**src/rtl/alu_operand_sequencer.sv**
```systemverilog
// ----------------------------------------------------------------------------
// alu_operand_sequencer
//
// Front-end controller for the ALU. It walks the user through entering
// operand A, operand B and the opcode from the data switches. It then fires a
// one-cycle start to the ALU and waits for completion, with a timeout. The
// result is held for display until the next operation begins.
//
// Optional build macro: SEQ_EDGE_DETECT_EN
//   defined   : next_p/clr_p are levels. A registered rising-edge detector
//               turns them into pulses, which adds one cycle of latency.
//   undefined : next_p/clr_p are used directly as one-cycle pulses.
//
// Ports
//   clk, rst          clock (rising edge), asynchronous active-high reset
//   next_p, clr_p     debounced confirm / clear buttons
//   sw                data switches (operands, low OPW bits = opcode)
//   alu_result/done   ALU result and completion strobe
//   op_a, op_b        latched operands
//   opcode            latched opcode
//   alu_start         one-cycle start strobe to the ALU
//   result            captured ALU result
//   result_valid      result holds a fresh value
//   err               ALU timeout flag
//   step              current state code, for the LEDs
// ----------------------------------------------------------------------------
module alu_operand_sequencer #(
    parameter int WIDTH   = 4,
    parameter int OPW     = 3,
    parameter int RW      = 8,
    parameter int TIMEOUT = 15,
    parameter int TW      = 4
) (
    input  logic             clk,
    input  logic             rst,
    input  logic             next_p,
    input  logic             clr_p,
    input  logic [WIDTH-1:0] sw,
    input  logic [RW-1:0]    alu_result,
    input  logic             alu_done,
    output logic [WIDTH-1:0] op_a,
    output logic [WIDTH-1:0] op_b,
    output logic [OPW-1:0]   opcode,
    output logic             alu_start,
    output logic [RW-1:0]    result,
    output logic             result_valid,
    output logic             err,
    output logic [2:0]       step
);

    typedef enum logic [2:0] {
        S_A    = 3'd0,
        S_B    = 3'd1,
        S_OP   = 3'd2,
        S_EXEC = 3'd3,
        S_WAIT = 3'd4,
        S_SHOW = 3'd5,
        S_ERR  = 3'd6
    } state_t;

    state_t           state_q, state_d;
    logic [WIDTH-1:0] op_a_q, op_a_d, op_b_q, op_b_d;
    logic [OPW-1:0]   opcode_q, opcode_d;
    logic [RW-1:0]    result_q, result_d;
    logic             result_valid_q, result_valid_d;
    logic             err_q, err_d;
    logic [TW-1:0]    timer_q, timer_d;
    logic [TW-1:0]    timer_inc;
    logic             next_ev, clr_ev;

`ifdef SEQ_EDGE_DETECT_EN
    // Level inputs: the previous level is remembered, and the pulse itself is
    // registered, so every button action lands one cycle later.
    logic next_prev_q, clr_prev_q, next_pls_q, clr_pls_q;

    always_ff @(posedge clk or posedge rst) begin
        if (rst) begin
            next_prev_q <= 1'b0;
            clr_prev_q  <= 1'b0;
            next_pls_q  <= 1'b0;
            clr_pls_q   <= 1'b0;
        end else begin
            next_prev_q <= next_p;
            clr_prev_q  <= clr_p;
            next_pls_q  <= next_p & ~next_prev_q;
            clr_pls_q   <= clr_p & ~clr_prev_q;
        end
    end

    assign next_ev = next_pls_q;
    assign clr_ev  = clr_pls_q;
`else
    assign next_ev = next_p;
    assign clr_ev  = clr_p;
`endif

    assign timer_inc = timer_q + 1'b1;

    always_comb begin
        state_d        = state_q;
        op_a_d         = op_a_q;
        op_b_d         = op_b_q;
        opcode_d       = opcode_q;
        result_d       = result_q;
        result_valid_d = result_valid_q;
        err_d          = err_q;
        timer_d        = timer_q;

        case (state_q)
            S_A: if (next_ev) begin
                op_a_d  = sw;
                state_d = S_B;
            end
            S_B: if (next_ev) begin
                op_b_d  = sw;
                state_d = S_OP;
            end
            S_OP: if (next_ev) begin
                opcode_d = sw[OPW-1:0];
                state_d  = S_EXEC;
            end
            S_EXEC: begin
                result_valid_d = 1'b0;
                timer_d        = '0;
                state_d        = S_WAIT;
            end
            S_WAIT: begin
                // Completion beats a timeout that would expire this same cycle.
                if (alu_done) begin
                    result_d       = alu_result;
                    result_valid_d = 1'b1;
                    state_d        = S_SHOW;
                end else begin
                    timer_d = timer_inc;
                    if (timer_inc == TW'(TIMEOUT)) begin
                        err_d   = 1'b1;
                        state_d = S_ERR;
                    end
                end
            end
            S_SHOW: if (next_ev) state_d = S_A;
            S_ERR: if (next_ev) begin
                err_d   = 1'b0;
                state_d = S_A;
            end
            default: state_d = S_A;   // unused code 7 recovers
        endcase

        // Clear overrides everything, including a simultaneous confirm.
        if (clr_ev) begin
            state_d        = S_A;
            op_a_d         = '0;
            op_b_d         = '0;
            opcode_d       = '0;
            result_d       = '0;
            result_valid_d = 1'b0;
            err_d          = 1'b0;
            timer_d        = '0;
        end
    end

    always_ff @(posedge clk or posedge rst) begin
        if (rst) begin
            state_q        <= S_A;
            op_a_q         <= '0;
            op_b_q         <= '0;
            opcode_q       <= '0;
            result_q       <= '0;
            result_valid_q <= 1'b0;
            err_q          <= 1'b0;
            timer_q        <= '0;
        end else begin
            state_q        <= state_d;
            op_a_q         <= op_a_d;
            op_b_q         <= op_b_d;
            opcode_q       <= opcode_d;
            result_q       <= result_d;
            result_valid_q <= result_valid_d;
            err_q          <= err_d;
            timer_q        <= timer_d;
        end
    end

    // Decoded from state, so it is high for exactly the one S_EXEC cycle.
    assign alu_start    = (state_q == S_EXEC);
    assign op_a         = op_a_q;
    assign op_b         = op_b_q;
    assign opcode       = opcode_q;
    assign result       = result_q;
    assign result_valid = result_valid_q;
    assign err          = err_q;
    assign step         = state_q;

endmodule

```
**config.mk**
```make
export PLATFORM = sky130hd
export DESIGN_NAME = alu_operand_sequencer
export DESIGN_NICKNAME = d
export VERILOG_FILES = /design/src/rtl/alu_operand_sequencer.sv
export SDC_FILE = /design/constraint.sdc
export NUM_CORES = 1
export LEC_CHECK = 0
export CORE_MARGIN = 1.5
export CORE_UTILIZATION = 45
export DETAILED_ROUTE_END_ITERATION = 7
export GPL_TIMING_DRIVEN = 0
export PLACE_DENSITY = 0.78
export REMOVE_ABC_BUFFERS = 1
export SYNTH_ARGS = -nofsm -noshare
export SYNTH_HDL_FRONTEND = slang
export SYNTH_SLANG_ARGS = --single-unit
```
**constraint.sdc**
```tcl
create_clock -name clk -period 4.35 [get_ports clk]
set_input_delay 1.0875 -clock clk [delete_from_list [all_inputs] [get_ports clk]]
set_output_delay 1.0875 -clock clk [all_outputs]
set_load 0.005 [all_outputs]
```
==> impl_results.md <==
- First-pass GRT wire length: 4750 µm
- CTS Sinks: 28
- Total GRT Usage: 18.2%
- Final clock skew: 3.61 ps
- Cts hold-fix bufs: 0
- Hold Path Class: reg -> reg
- Crit-path max cell delay: 780 ps
- Post-synthesis sequential area ratio: 52.7%
- CTS Buffer Depth: 2
- Ant. Diodes: 0
- Fin. Hold Viols: 0
- Crit-path max FO: 22
- Max VDD drop: 0.270 mV
- R2r setup slk: 2070 ps
- Max Slew Vio Count: 0
- Clk Latency, worst-skew pair: 320 ps
- # DRC: 0
- Gates resized, CTS repair: 0
- Cell area power density: 341 nW/µm²
- Fin Setup TNS: 0 ps
- Internal: 0.459 mW
- Leakage: 0.780 nW
- CTS Buf Count: 3
- Final nets: 187
- # IOs: 42
- Fraction of layout cells with a size suffix above 1: 4.79%
- Synth Instances: 127
- Final WL: 2790 µm
- Area delta synth->final: 36.0%
- Dominant synthesized flop cell: dfrtp_1
- Total Power: 0.616 mW
- CORE AREA: 2780 µm²
- FP Rows: 19
- Mean Syn Cell Area: 10.5 µm²
- Status: complete, no violations
- Initial Util: 47.8%
- Ys async rst share: 100%
- Count leader, synth: dfrtp_1
- Die Y: 57.3 µm
- Relative slew slack: 31.3%
- Postcts setup bufs: 0
- Fin crit period: 3000 ps
- RSZ-0062 raised after global routing: false
- Hpwl dp: 2080 µm
- Vias/cell: 5.42
- Yosys warns: 0
- Top cell type's share of synthesized area: 52.7%
- Synth area leaders: dfrtp_1 (53%), mux2i_1 (9.0%), nor2_1 (7.1%)
- Initial antenna violation count: 0
- Most frequent cells after synthesis: dfrtp_1 (28), nor2_1 (25), mux2i_1 (12), a22o_1 (8), o21ai_0 (8)
- Critical Path Start Type: input pin
- Arr. time, crit path: 3220 ps
- Sw frac: 25.6%
- Worst Setup End Kind: flip-flop
- Synthesis-stage register bit count: 28
- Die W: 57.3 µm
- R2R depth: 4
- Final Setup Violations: 0
- First-pass iteration count of the detailed router: 4
- Clock input transition at the sequential cells of the worst setup and hold paths: 150 ps
- Switching power: 0.157 mW
- CTS tree: built
- Hold path depth: 1
- Slowest CP cell: clkdlybuf4s50_1
- Cell variety after synth: 28
- Clock group share of total power: 26.9%
- Largest net degree at the start of global routing: 29
- Critical path type: in -> reg
- WL/cell: 14.1 µm
- Max Freq: 0.333 GHz
- Cell taking the most area after synthesis: dfrtp_1
- Maxcap violations: 0
- Root Buffer Master: clkbuf_4
- Vias in the first global route: 1031
- Critical path cell sequence: clkdlybuf4s50_1, or3_1, o31ai_4, mux2_2
- Tcrit/Tclk final: 69.0%
- Die ar.: 3290 µm²
- Mapped Area: 1330 µm²
- Sequential power share: 49.5%
- Number of synthesized flops with an enable pin: 0
- Comb power frac: 23.6%
- Routability cong.: 0.740
- IO buf count: 41
- GRT overflow: 0
- Worst EP required: 4570 ps
- H-tree Lvls: 1
- Vias after detailed routing: 1074
- Worst Tran Pin Value: 1030 ps
- Final ANT Viol Nets: 0
- Fillers: 222
- DRT iter0 DRCs: 40
## critical path, delay by kind of cell
kind	cells	cell delay [ps]
buffers and inverters	1	780
and+or+nand+nor	1	650
muxes	1	370
AOI/OAI and AO/OA	1	340
## power by group through the flow
stage | sequential [mW] | clock, mW | combinational (mW)
2_1_floorplan | 0.306 | 0 | 0.0729
3_3_place_gp | 0.307 | 0 | 0.144
3_5_place_dp | 0.309 | 0 | 0.147
4_1_cts | 0.305 | 0.171 | 0.147
5_1_grt | 0.309 | 0.182 | 0.160
6_report | 0.305 | 0.166 | 0.145
## cells in the final DEF, fill, tap and decap left out
| master | synthesis | routed |
|---|---|---|
| nand2b_1 | 4 | 4 |
| a31oi_1 | 2 | 2 |
| or3b_1 | 1 | 1 |
| a21oi_1 | 2 | 2 |
| ha_1 | 2 | 2 |
| or3_1 | 1 | 1 |
| nor3b_1 | 3 | 3 |
| nand3_1 | 1 | 1 |
| clkdlybuf4s50_1 | 0 | 41 |
| nand2_1 | 6 | 6 |
| a21boi_0 | 1 | 1 |
| nor2_1 | 25 | 25 |
| or2b_1 | 2 | 2 |
| clkbuf_4 | 0 | 3 |
| inv_1 | 4 | 4 |
| o22ai_1 | 2 | 2 |
| a22o_1 | 8 | 8 |
| nor3_1 | 2 | 2 |
| bufinv_16 | 0 | 1 |
| nand4_1 | 1 | 1 |
| a211oi_1 | 2 | 2 |
| mux2_2 | 3 | 3 |
| mux2i_1 | 12 | 12 |
| nor2b_1 | 1 | 1 |
| dfrtp_1 | 28 | 28 |
| o21ai_0 | 8 | 8 |
| o31ai_4 | 1 | 1 |
## sequential cells by signal, summed over array words and instances (netlist names)
| register | cells |
|---|---|
| timer_q | 4 |
| opcode | 3 |
| op_b | 4 |
| result | 8 |
| step | 3 |
| op_a | 4 |
| err | 1 |
| result_valid | 1 |
## layout make-up
type,instances,area (µm²),area share [%]
clock inverter,1,30.0,1.66
multi-input combinational,90,589,32.6
timing repair buffer,41,410,22.7
tap,31,38.8,2.15
inverter,4,15.0,0.831
clock buffer,3,22.5,1.25
sequential,28,701,38.8
## metal layers
layer	track usage (%)	share of wire (%)	vias up	wire, µm
li1	-	-	521	-
met1	25.9	46	517	1280
met2	29.4	49	34	1360
met3	2.72	4.9	2	137
met5	0	0	-	0
met4	4.98	0.43	0	12
## final timing paths
check                             end  startpoint
max                           step[1]       clr_p
min                         result[4]   result[4]
max reg2reg                   step[1]     step[1]
min reg2reg                 result[4]   result[4]
max in group asynchronous  timer_q[3]         rst
min in group asynchronous     op_b[3]         rst
## per-stage QoR
step / setup WS, ps / cell area (µm²) / instances / hold slack (ps) / utilization, %
floorplan: 2020 / 1310 / 122 / 493 / -
detailed placement: 994 / 1750 / 194 / 499 / 63.1
global route: 1250 / 1810 / 198 / 558 / 65.0
finish: 1350 / 1810 / 198 / 538 / 65.0
global placement: 1010 / 1750 / 194 / 497 / 63.1
CTS: 1350 / 1810 / 198 / 542 / 65.0
## cell families after synthesis
kind of cell | after synthesis | share of synthesized area, %
AND/OR/NAND/NOR | 47 | 16.7
adder cells (fa/ha/maj) | 2 | 1.88
AO/OA/AOI/OAI | 26 | 14.2
flip-flops | 28 | 52.7
buffers and inverters | 9 | 2.92
multiplexers | 15 | 11.6
Note: power is estimated with default switching activity, not from simulation.
==> edit (config.mk and constraints unchanged) <==
Set the parameter `RW` to 4 (it was 8).
--- a/src/rtl/alu_operand_sequencer.sv
+++ b/src/rtl/alu_operand_sequencer.sv
@@ -27,7 +27,7 @@
 module alu_operand_sequencer #(
     parameter int WIDTH   = 4,
     parameter int OPW     = 3,
-    parameter int RW      = 8,
+    parameter int RW      = 4,
     parameter int TIMEOUT = 15,
     parameter int TW      = 4
 ) (
Interface: changed (resized alu_result and result); port bits go from 42 to 34. The function was not compared with the original's and may differ.
==> edit against the original RTL <==
  * Area after synthesis down 5.3%
  * Sequential cell count fell by 4
  * Worst setup slack got worse by 32 ps
  * Final area decreased by 8.3%
  * Sequential share of layout area decreased by 2.5 points
  * Synthesized cell count down 9.4%
  * Highest routed layer is now met3
  * Wire length fell by 9.3%
Power is not compared: it rests on default switching activity, and its combinational part moved more than twofold at a synthesized area within 25%.
==> edit: results (changes against the original RTL) <==
Status
  • Outcome: finished clean

Route
  • Drt first pass iters: 4 (unchanged)
  • Vias: 951 (-11%)
  • DR WL/cell: 14.23 um (+0.92%)
  • Initial DRC count: 12 (-70%)
  • Post-route antenna net violation count: 0 (unchanged)

Worst hold path
  • Worst min path class: reg -> reg

Logic synthesis
  • Synth unique cells: 36 (+29%)
  • Top FF cell, synth: dfrtp_1
  • Sequential element share of the synthesized area: 0.4771 (-0.05017)
  • Adder-Cell Fraction of Synth Area: 0.01988 (+0.001048)
  • Post-synthesis mux area share: 0.1193 (+0.003465)
  • Avg Cell Area, Syn: 10.95 um2 (+4.6%)
  • Post-synth top cells: dfrtp_1, nor2_1, mux2i_1
  • XOR/XNOR share of the synthesized area: 0.006958 (+0.006958)
  • Synthesis Warnings: 0 (unchanged)
  • Synth area leaders: dfrtp_1, mux2i_1, nor2_1
  • Synth Area in Compound Gates: 0.1392 (-0.003020)
  • FFs w/ async S/R, synth: 1.000 (unchanged)

Placed design
  • Placed cell count: 174 (-10%)
  • Pre-CTS WS: 1135 ps (+140.8 ps)
  • IO buf count: 33 (-20%)
  • Routability Congestion: 0.8463 (+14%)
  • DP HPWL: 1.843 mm (-11%)
  • Placed Area: 0.001604 mm2 (-8.6%)

GRT
  • Initial antenna violation count: 0 (unchanged)
  • First-pass GRT wire length: 4.140 mm (-13%)
  • Largest net degree at the start of global routing: 26 (-10%)
  • Met2 Usage GRT: 0.2891 (-0.004716)
  • Met1 global-route usage: 0.2182 (-0.04031)
  • GRT Util Overall: 0.1645 (-0.01797)
  • Number of global-route vias before repair: 922 (-11%)
  • Met3 global-route usage: 0.03023 (+0.003022)

Final layout
  • Layout Cells excl Fill: 178 (-10%)
  • Share of layout cells above drive strength 1: 0.1014 (+0.05345)
  • Nets: 164 (-12%)
  • Antenna cell count: 0 (unchanged)

Worst setup path
  • Critical path arrival: 1940 ps (-1280 ps)
  • CP max FO: 14 (-36%)

CTS
  • Post_cts resized: 0 (unchanged)
  • CTS Buf Count: 3 (unchanged)
  • Clock root buffer: clkbuf_4
  • Deepest clock path buffer count: 2 (unchanged)

STA
  • Slew HR: 0.3789 (+0.06637)
  • Clock skew: 8.663 ps (+5.052 ps)
## edit: path summary, 6_finish.rpt
| kind | to | slack [ps] | from | depth (start not counted) |
|---|---|---|---|---|
| setup / recovery | alu_start | 1320 | step[1] | 3 |
| hold / removal | result[1] | 540 | result[1] | 2 |
| setup reg to reg | step[1] | 2480 | step[1] | 4 |
| hold reg to reg | result[1] | 540 | result[1] | 2 |
| max in group asynchronous | result_valid | 2560 | rst | 2 |
| min in group asynchronous | op_a[3] | 1240 | rst | 2 |
## edit: report_power, final
part,internal [mW],total (mW),switching [mW]
logic,0.0359,0.0647,0.0288
registers,0.230,0.241,0.0108
clock network,0.0931,0.164,0.0713
## edit: worst max-delay path, stage by stage (launching register included)
cell and delay, ps:
dfrtp_1 750, nand3b_1 200, inv_1 160, clkdlybuf4s50_1 520
## edit: metal layers
layer	vias to the layer above	share of wire
met5	-	0
met4	0	0
met1	463	0.47
met2	17	0.50
met3	0	0.037
li1	471	-
## edit: through the flow
stage	power (mW)	util
final	0.4699	0.6452
after global routing	0.4855	0.6452
after CTS	0.4739	0.6452
after detailed placement	0.3103	0.6248
after global placement	0.3088	0.6248
after floorplan	0.2729	-
## edit: cell families (layout without fill, tap and decap cells)
family	count (synthesis)	after routing
xor gates and xnor gates	1	1
adders and majority gates	2	2
muxes	15	15
buffers and inverters	10	43
and+or+nand+nor	41	41
DFF	24	24
AOI/OAI and AO/OA	22	22
## edit: cell type report
class | count | area [um2]
clock buffers | 3 | 22.52
clock inverters | 1 | 30.03
fillers | 226 | 910.9
inverters | 6 | 22.52
multi-input cells | 81 | 613.1
flip-flops and latches | 24 | 600.6
well taps | 30 | 37.54
repair buffers | 33 | 330.3
